<file path="config.mk">
export PLATFORM = sky130hd
export DESIGN_NAME = alu_arbiter
export DESIGN_NICKNAME = d
export VERILOG_FILES = /design/src/rtl/alu_pkg.sv /design/src/rtl/alu.sv /design/src/rtl/alu_arbiter.sv
export SDC_FILE = /design/constraint.sdc
export NUM_CORES = 1
export LEC_CHECK = 0
export CAP_MARGIN = 20
export CORE_UTILIZATION = 50
export CTS_CLUSTER_DIAMETER = 80
export DETAILED_ROUTE_END_ITERATION = 12
export PLACE_DENSITY = 0.83
export SLEW_MARGIN = 20
export SYNTH_ARGS = -nofsm -noshare
export SYNTH_HDL_FRONTEND = slang
export SYNTH_SLANG_ARGS = --single-unit
</file>
<file path="constraint.sdc">
create_clock -name clk -period 9.2 [get_ports clk]
set_input_delay 1.38 -clock clk [delete_from_list [all_inputs] [get_ports clk]]
set_output_delay 1.38 -clock clk [all_outputs]
set_load 0.02 [all_outputs]
</file>
<file path="src/rtl/alu_pkg.sv">
// Shared constants for the ALU and its two-port arbiter: widths, opcodes, FSM states.
package alu_pkg;

  localparam int DATA_W = 8;
  localparam int SEL_W  = 4;

  localparam logic [SEL_W-1:0] OP_ADD  = 4'h0;
  localparam logic [SEL_W-1:0] OP_SUB  = 4'h1;
  localparam logic [SEL_W-1:0] OP_MUL  = 4'h2;
  localparam logic [SEL_W-1:0] OP_DIV  = 4'h3;
  localparam logic [SEL_W-1:0] OP_SHL  = 4'h4;
  localparam logic [SEL_W-1:0] OP_SHR  = 4'h5;
  localparam logic [SEL_W-1:0] OP_ROL  = 4'h6;
  localparam logic [SEL_W-1:0] OP_ROR  = 4'h7;
  localparam logic [SEL_W-1:0] OP_AND  = 4'h8;
  localparam logic [SEL_W-1:0] OP_OR   = 4'h9;
  localparam logic [SEL_W-1:0] OP_XOR  = 4'hA;
  localparam logic [SEL_W-1:0] OP_NOR  = 4'hB;
  localparam logic [SEL_W-1:0] OP_NAND = 4'hC;
  localparam logic [SEL_W-1:0] OP_XNOR = 4'hD;
  localparam logic [SEL_W-1:0] OP_GT   = 4'hE;
  localparam logic [SEL_W-1:0] OP_EQ   = 4'hF;

  typedef enum logic [1:0] {
    ST_IDLE = 2'd0,
    ST_EXEC = 2'd1,
    ST_RESP = 2'd2
  } state_e;

endpackage

</file>
<file path="src/rtl/alu.sv">
// Combinational 8-bit ALU. CarryOut is always the carry of A+B, whatever the opcode.
module alu
  import alu_pkg::*;
(
  input  logic [DATA_W-1:0] A,
  input  logic [DATA_W-1:0] B,
  input  logic [SEL_W-1:0]  ALU_Sel,
  output logic [DATA_W-1:0] ALU_Out,
  output logic              CarryOut
);

  logic [DATA_W:0] sum_s;

  assign sum_s    = {1'b0, A} + {1'b0, B};
  assign CarryOut = sum_s[DATA_W];

  // Opcode decode; division by zero yields zero so the result is always defined
  always_comb begin
    ALU_Out = '0;
    case (ALU_Sel)
      OP_ADD:  ALU_Out = sum_s[DATA_W-1:0];
      OP_SUB:  ALU_Out = A - B;
      OP_MUL:  ALU_Out = A * B;
      OP_DIV: begin
        if (B == '0) begin
          ALU_Out = '0;
        end else begin
          ALU_Out = A / B;
        end
      end
      OP_SHL:  ALU_Out = {A[DATA_W-2:0], 1'b0};
      OP_SHR:  ALU_Out = {1'b0, A[DATA_W-1:1]};
      OP_ROL:  ALU_Out = {A[DATA_W-2:0], A[DATA_W-1]};
      OP_ROR:  ALU_Out = {A[0], A[DATA_W-1:1]};
      OP_AND:  ALU_Out = A & B;
      OP_OR:   ALU_Out = A | B;
      OP_XOR:  ALU_Out = A ^ B;
      OP_NOR:  ALU_Out = ~(A | B);
      OP_NAND: ALU_Out = ~(A & B);
      OP_XNOR: ALU_Out = ~(A ^ B);
      OP_GT:   ALU_Out = {{(DATA_W-1){1'b0}}, (A > B)};
      OP_EQ:   ALU_Out = {{(DATA_W-1){1'b0}}, (A == B)};
      default: ALU_Out = '0;
    endcase
  end

endmodule

</file>
<file path="src/rtl/alu_arbiter.sv">
// Round-robin arbiter sharing one ALU between two requesters; one operation in flight.
module alu_arbiter
  import alu_pkg::*;
#(
  parameter int CNT_W = 16
) (
  input  logic              clk,
  input  logic              reset,
  input  logic              req0_valid,
  output logic              req0_ready,
  input  logic [DATA_W-1:0] req0_a,
  input  logic [DATA_W-1:0] req0_b,
  input  logic [SEL_W-1:0]  req0_sel,
  input  logic              req1_valid,
  output logic              req1_ready,
  input  logic [DATA_W-1:0] req1_a,
  input  logic [DATA_W-1:0] req1_b,
  input  logic [SEL_W-1:0]  req1_sel,
  output logic              rsp_valid,
  input  logic              rsp_ready,
  output logic              rsp_id,
  output logic [DATA_W-1:0] rsp_result,
  output logic              rsp_carry,
  output logic              busy,
  output logic [CNT_W-1:0]  op_count
);

  state_e            state_q, state_d;
  logic              rr_q, rr_d;
  logic [DATA_W-1:0] a_q, a_d, b_q, b_d;
  logic [SEL_W-1:0]  sel_q, sel_d;
  logic              id_q, id_d;
  logic [DATA_W-1:0] result_q, result_d;
  logic              carry_q, carry_d;
  logic [CNT_W-1:0]  cnt_q, cnt_d;

  logic              gnt_valid_s, gnt_id_s, accept_s, rsp_done_s;
  logic [DATA_W-1:0] alu_out_s;
  logic              alu_carry_s;

  alu u_alu (
    .A        (a_q),
    .B        (b_q),
    .ALU_Sel  (sel_q),
    .ALU_Out  (alu_out_s),
    .CarryOut (alu_carry_s)
  );

  // Grant selection: a lone requester wins outright, a tie goes to rr_q
  always_comb begin
    gnt_valid_s = 1'b0;
    gnt_id_s    = 1'b0;
    if (req0_valid && req1_valid) begin
      gnt_valid_s = 1'b1;
      gnt_id_s    = rr_q;
    end else if (req0_valid) begin
      gnt_valid_s = 1'b1;
      gnt_id_s    = 1'b0;
    end else if (req1_valid) begin
      gnt_valid_s = 1'b1;
      gnt_id_s    = 1'b1;
    end else begin
      gnt_valid_s = 1'b0;
      gnt_id_s    = 1'b0;
    end
  end

  assign accept_s   = (state_q == ST_IDLE) && gnt_valid_s;
  assign rsp_done_s = (state_q == ST_RESP) && rsp_ready;

  // FSM state register
  always_ff @(posedge clk or posedge reset) begin
    if (reset) begin
      state_q <= ST_IDLE;
    end else begin
      state_q <= state_d;
    end
  end

  // FSM next state: IDLE -> EXEC on grant, EXEC -> RESP, RESP -> IDLE on consume
  always_comb begin
    state_d = state_q;
    case (state_q)
      ST_IDLE: begin
        if (gnt_valid_s) begin
          state_d = ST_EXEC;
        end else begin
          state_d = ST_IDLE;
        end
      end
      ST_EXEC: state_d = ST_RESP;
      ST_RESP: begin
        if (rsp_ready) begin
          state_d = ST_IDLE;
        end else begin
          state_d = ST_RESP;
        end
      end
      default: state_d = ST_IDLE;
    endcase
  end

  // FSM outputs; ready is held low while reset is asserted
  always_comb begin
    req0_ready = (!reset) && accept_s && (gnt_id_s == 1'b0);
    req1_ready = (!reset) && accept_s && (gnt_id_s == 1'b1);
    rsp_valid  = (state_q == ST_RESP);
    busy       = (state_q != ST_IDLE);
  end

  // Datapath next values: operand capture on grant, result capture in EXEC, bookkeeping on consume
  always_comb begin
    a_d      = a_q;
    b_d      = b_q;
    sel_d    = sel_q;
    id_d     = id_q;
    result_d = result_q;
    carry_d  = carry_q;
    cnt_d    = cnt_q;
    rr_d     = rr_q;
    if (accept_s) begin
      id_d = gnt_id_s;
      if (gnt_id_s) begin
        a_d   = req1_a;
        b_d   = req1_b;
        sel_d = req1_sel;
      end else begin
        a_d   = req0_a;
        b_d   = req0_b;
        sel_d = req0_sel;
      end
    end else begin
      id_d = id_q;
    end
    if (state_q == ST_EXEC) begin
      result_d = alu_out_s;
      carry_d  = alu_carry_s;
    end else begin
      result_d = result_q;
    end
    if (rsp_done_s) begin
      cnt_d = cnt_q + 1'b1;
      rr_d  = ~id_q;
    end else begin
      cnt_d = cnt_q;
    end
  end

  // Datapath registers
  always_ff @(posedge clk or posedge reset) begin
    if (reset) begin
      a_q      <= '0;
      b_q      <= '0;
      sel_q    <= '0;
      id_q     <= 1'b0;
      result_q <= '0;
      carry_q  <= 1'b0;
      cnt_q    <= '0;
      rr_q     <= 1'b0;
    end else begin
      a_q      <= a_d;
      b_q      <= b_d;
      sel_q    <= sel_d;
      id_q     <= id_d;
      result_q <= result_d;
      carry_q  <= carry_d;
      cnt_q    <= cnt_d;
      rr_q     <= rr_d;
    end
  end

  assign rsp_id     = id_q;
  assign rsp_result = result_q;
  assign rsp_carry  = carry_q;
  assign op_count   = cnt_q;

endmodule

</file>
## After elaboration in Yosys (flattened, before gate mapping)

Index checks and enable logic that the tools add are counted.

| word-level totals | value |
|---|---|
| logic and storage cells | 65 |
| output and inout port bits | 30 |
| flip-flop bits (word level) | 49 |
| input bits | 45 |

| operators by class | value |
|---|---|
| muxes and demuxes | 13 |
| reduce and logical (&&, ||, !) cells | 11 |
| bitwise logic cells | 8 |
| div/mod/pow operators | 1 |
| add/subtract/negate cells | 3 |
| magnitude comparators | 1 |
| eq/ne operators | 18 |
| $mul | 1 |

Operators with widths:

| operator | number |
|---|---|
| $pmux W8 S16 | 1 |
| $eq A4 B4 Y1 const B | 8 |
| $mux W8 | 3 |
| $not A8 Y8 | 3 |
| $add A16 B1 Y16 const B | 1 |
| $eq A4 B3 Y1 const B | 4 |
| $add A8 B8 Y9 | 1 |
| $and A8 B8 Y8 | 1 |
| $div A8 B8 Y8 | 1 |
| $eq A4 B2 Y1 const B | 2 |
| $eq A8 B8 Y1 | 1 |
| $gt A8 B8 Y1 | 1 |
| $logic_not A8 Y1 | 1 |
| $mul A8 B8 Y8 | 1 |
| $or A8 B8 Y8 | 1 |
| $sub A8 B8 Y8 | 1 |
| $xor A8 B8 Y8 | 1 |
| $logic_and A1 B1 Y1 | 6 |
| $mux W1 | 6 |
| $pmux W2 S3 | 1 |
| $eq A4 B1 Y1 const B | 1 |
| $logic_not A4 Y1 | 1 |
| $mux W4 | 1 |
| $eq A2 B1 Y1 const B | 1 |
| 6 further kinds | 7 |

## Depth between registers and ports, before layout

| depth | value |
|---|---|
| depth after elaboration | 6 |
| mapped depth | 51 |
| mapped depth without buffers | 48 |

## Cells and area by module

A second synthesis with hierarchy kept.

| unflattened totals | value |
|---|---|
| cell total of the unflattened synthesis | 751 |
| area total of the unflattened synthesis | 6449.9 µm² |

Modules (own cells, without submodules):

| module | instances | area each (µm²) | seq. area each (µm²) | cells an instance |
|---|---|---|---|---|
| alu | 1 | 4189.0 | 0.0 | 566 |
| alu_arbiter | 1 | 2260.9 | 1226.2 | 185 |

## Worst setup path after synthesis

Ideal clock, no wire load.

| path | value |
|---|---|
| path type | reg2reg |
| start point | reg b_q[7] |
| end point | reg result_q[0], in the netlist rsp_result[0] |
| data arrival time | 9972 ps |
| setup time | 79 ps |
| required time | 9121 ps |
| cell stages (with the launch flop) | 46 |
| path slack | -851 ps |
| clock period less this slack | 10051 ps |
| buffers on the path | 3 |
| cells stage by stage | dfrtp_1 > buf_6 > nor4_1 > and3_1 > a21oi_1 > a21oi_1 > ha_1 > o21a_1 > o41ai_1 > ha_1 > nor2_1 > a2111oi_4 > mux2_2 > ha_1 > o211ai_1 > a21boi_0 > o21a_1 > mux2_4 > (+10 left out) > a21oi_1 > a21o_1 > buf_4 > mux2_2 > ha_1 > o21a_1 > o22ai_1 > o21ai_0 > a21oi_1 > nor2_1 > nor2_1 > a221o_1 > ha_1 > nand2_1 > o21ai_0 > nand3_1 > a21oi_1 > a2bb2oi_1 |

| between the ends | value |
|---|---|
| cells in the longest elaborated chain, start to end | 3 |
| elaborated cells on any way between the ends | 6 |
| classes of those cells | div (1); order compare (1); eq/ne (1); mux (2); reduce/logical (1) |

Ends and longest elaborated chain:

| what | RTL line | source |
|---|---|---|
| start: declaration | alu_arbiter.sv:30 | `logic [DATA_W-1:0] a_q, a_d, b_q, b_d;` |
| start signal: assignment | alu_arbiter.sv:153 | `b_q <= '0;` |
| start signal: assignment | alu_arbiter.sv:162 | `b_q <= b_d;` |
| $div A8 B8 Y8 or $logic_not A8 Y1 (tied branches) | alu.sv:28, alu.sv:25 |  |
| $mux W8 | alu.sv:25 | `if (B == '0) begin` |
| $pmux W8 S16 * | alu.sv:20 | `case (ALU_Sel)` |
| end signal: assignment | alu_arbiter.sv:165 | `result_q <= result_d;` |
| end: declaration | alu_arbiter.sv:33 | `logic [DATA_W-1:0] result_q, result_d;` |

Every way passes the cells marked *; elsewhere a longest branch is shown, timed or not.
A chain may end at the register's enable or synchronous reset.

## Final worst setup path

Same ends and word-level chain as after synthesis.

==> reports/results.tsv <==
metric	value	unit
status	finished, violations left	
failing checks	setup timing	
Layout Cells excl Fill	989	
Post-synth EDFFs	0	
first-pass iteration count of the detailed router	5	
Worst setup SP type	flop	
placed cells	960	
Synthesized Nets	887	
Final ANT Viol Nets	0	
max cap viols	0	
FP Rows	39	
Antenna Cells	0	
Final #Nets	984	
vias in the first global route	5718	
Post-Synthesis Cells	748	
Worst path max stage delay	0.41	ns
initial antenna violation count	0	
commonest non-fill, non-tap cell in the layout	nor2_1	
Yosys top cell area share	0.202	
GRT Resource Usage Total	0.289	
PnR worst setup slack	-0.225	ns
WL/cell	19.1	um
layout cell share with drive strength beyond 1	0.145	
DR vias/cell	6.13	
Die ar.	0.0126	sq mm
Starting DRT DRC Count	445	
fmax	106	MHz
Area contributors post-synth	dfrtp_1 20%, ha_1 16%, xnor2_1 6.6%	
Yosys top cell by area	dfrtp_1	
Crit path arrival time	9.66	ns
worst-path fanout max	8	
Worst-path clk slew	0.07	ns
boundary pin count	75	
most frequent cells in the layout	80 x nor2_1, 74 x clkdlybuf4s50_1, 71 x ha_1, 56 x nand2_1, 56 x a21oi_1	
Placed Area	0.00714	sq mm
Core ar.	0.0116	sq mm
starting density of the core	0.523	
Final Slew Violations	0	
Period minus WS final	9.42	ns
WS Path Type	reg2reg	
largest net degree at the start of global routing	51	
fillcell total	959	
CP Capture Type	flop	
clock latency on the worst-skew pair	0.30	ns
H-tree level count	2	
Distinct cells, synth	63	
Final Skew	0.00957	ns
Sink Count	49	
Yosys warning count	0	
Root Buffer	clkbuf_16	
Worst-Margin Slew	0.897	ns
Relative slew margins	0.401	
count of final setup violators	1	
RSZ-0062 raised after global routing	yes	
total CTS buffers	5	
Post-DP HPWL	13600	um
fin crit share	1.02	
hold-fix buffers at CTS	0	
Crit path required time	9.43	ns
asr flop ratio synth	1.00	
final hold vios	0	
count of input and output buffers	74	
register area share after synthesis	0.202	
die height	112	um
Hold Crit Class	reg2reg	
GR Overflow Total	0	
# DRC	0	
CTS tree	done	
worst slack at placement	-0.451	ns
first-pass GRT wire length	28700	um
gpl congestion	0.979	
Clock Path Buffers	2	
Yosys reg bits	49	
final instance area	0.00764	sq mm
DR vias	6067	
area growth from synthesis to layout	26.0	%
Avg Cell Area, Syn	8.11	sq um
final WL	18900	um
Critical Path Slowest Stage Cell	dfrtp_1	
Die W	112	um
ys flop type	dfrtp_1	
Synth Cell Area	0.00607	sq mm
==> stage by stage <==
| stage | util | hold slack, ns | setup TNS (ns) |
|---|---|---|---|
| floorplan | - | 0.450 | 0 |
| global placement | 0.615 | 0.457 | 0 |
| detailed placement | 0.615 | 0.457 | -0.451 |
| CTS | 0.637 | 0.470 | 0 |
| global route | 0.658 | 0.494 | -0.849 |
| finish | 0.658 | 0.465 | -0.225 |
==> path summary, 6_finish.rpt <==
check                              from       endpoint  slack [ns]  depth (start not counted)
max in group asynchronous         reset         b_q[6]        7.15                          3
hold reg to reg            op_count[15]   op_count[15]        0.46                          1
setup / recovery                 b_q[7]  rsp_result[0]       -0.22                         43
min in group asynchronous         reset    op_count[0]        1.60                          3
setup reg to reg                 b_q[7]  rsp_result[0]       -0.22                         43
hold / removal             op_count[15]   op_count[15]        0.46                          1
==> state kept, by name, summed over array words and instances (netlist names) <==
register    flops
b_q             8
rsp_result      8
state_q         2
a_q             8
op_count       16
rsp_id          1
sel_q           4
rr_q            1
rsp_carry       1
==> synth_stat cells (3+ instances only) <==
cell       n
o31ai_1    3
a21boi_0   4
nand2b_1   7
o311ai_0   3
a221o_1    3
o21a_1     7
a221oi_1   5
buf_1      6
a22o_1     3
mux2_2    10
o211ai_1   6
o22ai_1    6
nor4_1     6
inv_1     51
nand4_1    4
nor3_1    11
dfrtp_1   49
a21o_1    14
clkbuf_1  28
nor2_1    86
fa_1      14
a22oi_1    5
and2_1     5
nand2_1   56
a31oi_1    4
xnor2_1   46
o221ai_1   4
o21ai_1    4
xor2_1    18
a21oi_1   64
o21ai_0   41
a211oi_1   3
and3_1     7
nand3_1   15
mux2i_1   24
ha_1      80
nor2b_1    8
or2_2      3
==> worst max-delay path: cells and delay by family, from the launching register on <==
| kind | cells | cell delay [ns] |
|---|---|---|
| AOI/OAI and AO/OA | 25 | 4.56 |
| buffers and inverters | 1 | 0.20 |
| DFF | 1 | 0.41 |
| adders and majority gates | 7 | 1.99 |
| muxes | 3 | 1.06 |
| and+or+nand+nor | 7 | 1.13 |
==> area by class of cell <==
type / count / area, sq um / share of cell area
sequential: 49 / 1230 / 0.161
tap: 143 / 179 / 0.0234
clock inverter: 2 / 15.0 / 0.00196
inverter: 54 / 203 / 0.0265
timing repair buffer: 126 / 1140 / 0.149
multi-input combinational: 609 / 4750 / 0.622
clock buffer: 6 / 129 / 0.0169
==> cell families (layout without fill, tap and decap cells) <==
family          count (synthesis)  count (layout)  share of synthesized area
flops                          49              49                      0.202
xor+xnor                       64              64                     0.0924
fa+ha+maj                      94              94                      0.211
buf+inv                        90             188                     0.0575
compound gates                198             198                      0.210
simple gates                  217             217                      0.162
mux                            36              36                     0.0643
==> layer usage <==
metal,track usage,up-vias,part of all wire
li1,-,2828,-
met1,0.376,2899,0.41
met2,0.484,279,0.48
met4,0.105,0,0.032
met5,0,-,0
met3,0.0464,61,0.082
==> what timing repair did <==
action | in CTS | in global routing
gates resized for setup | 16 | 29
buffers inserted | 9 | 12
pin swaps | 12 | 30
endpoints found under the setup margin | 1 | 2
Power is left out: the tool's default activity adds up to more than one toggle a clock period on the data nets, which glitch-free logic cannot reach.
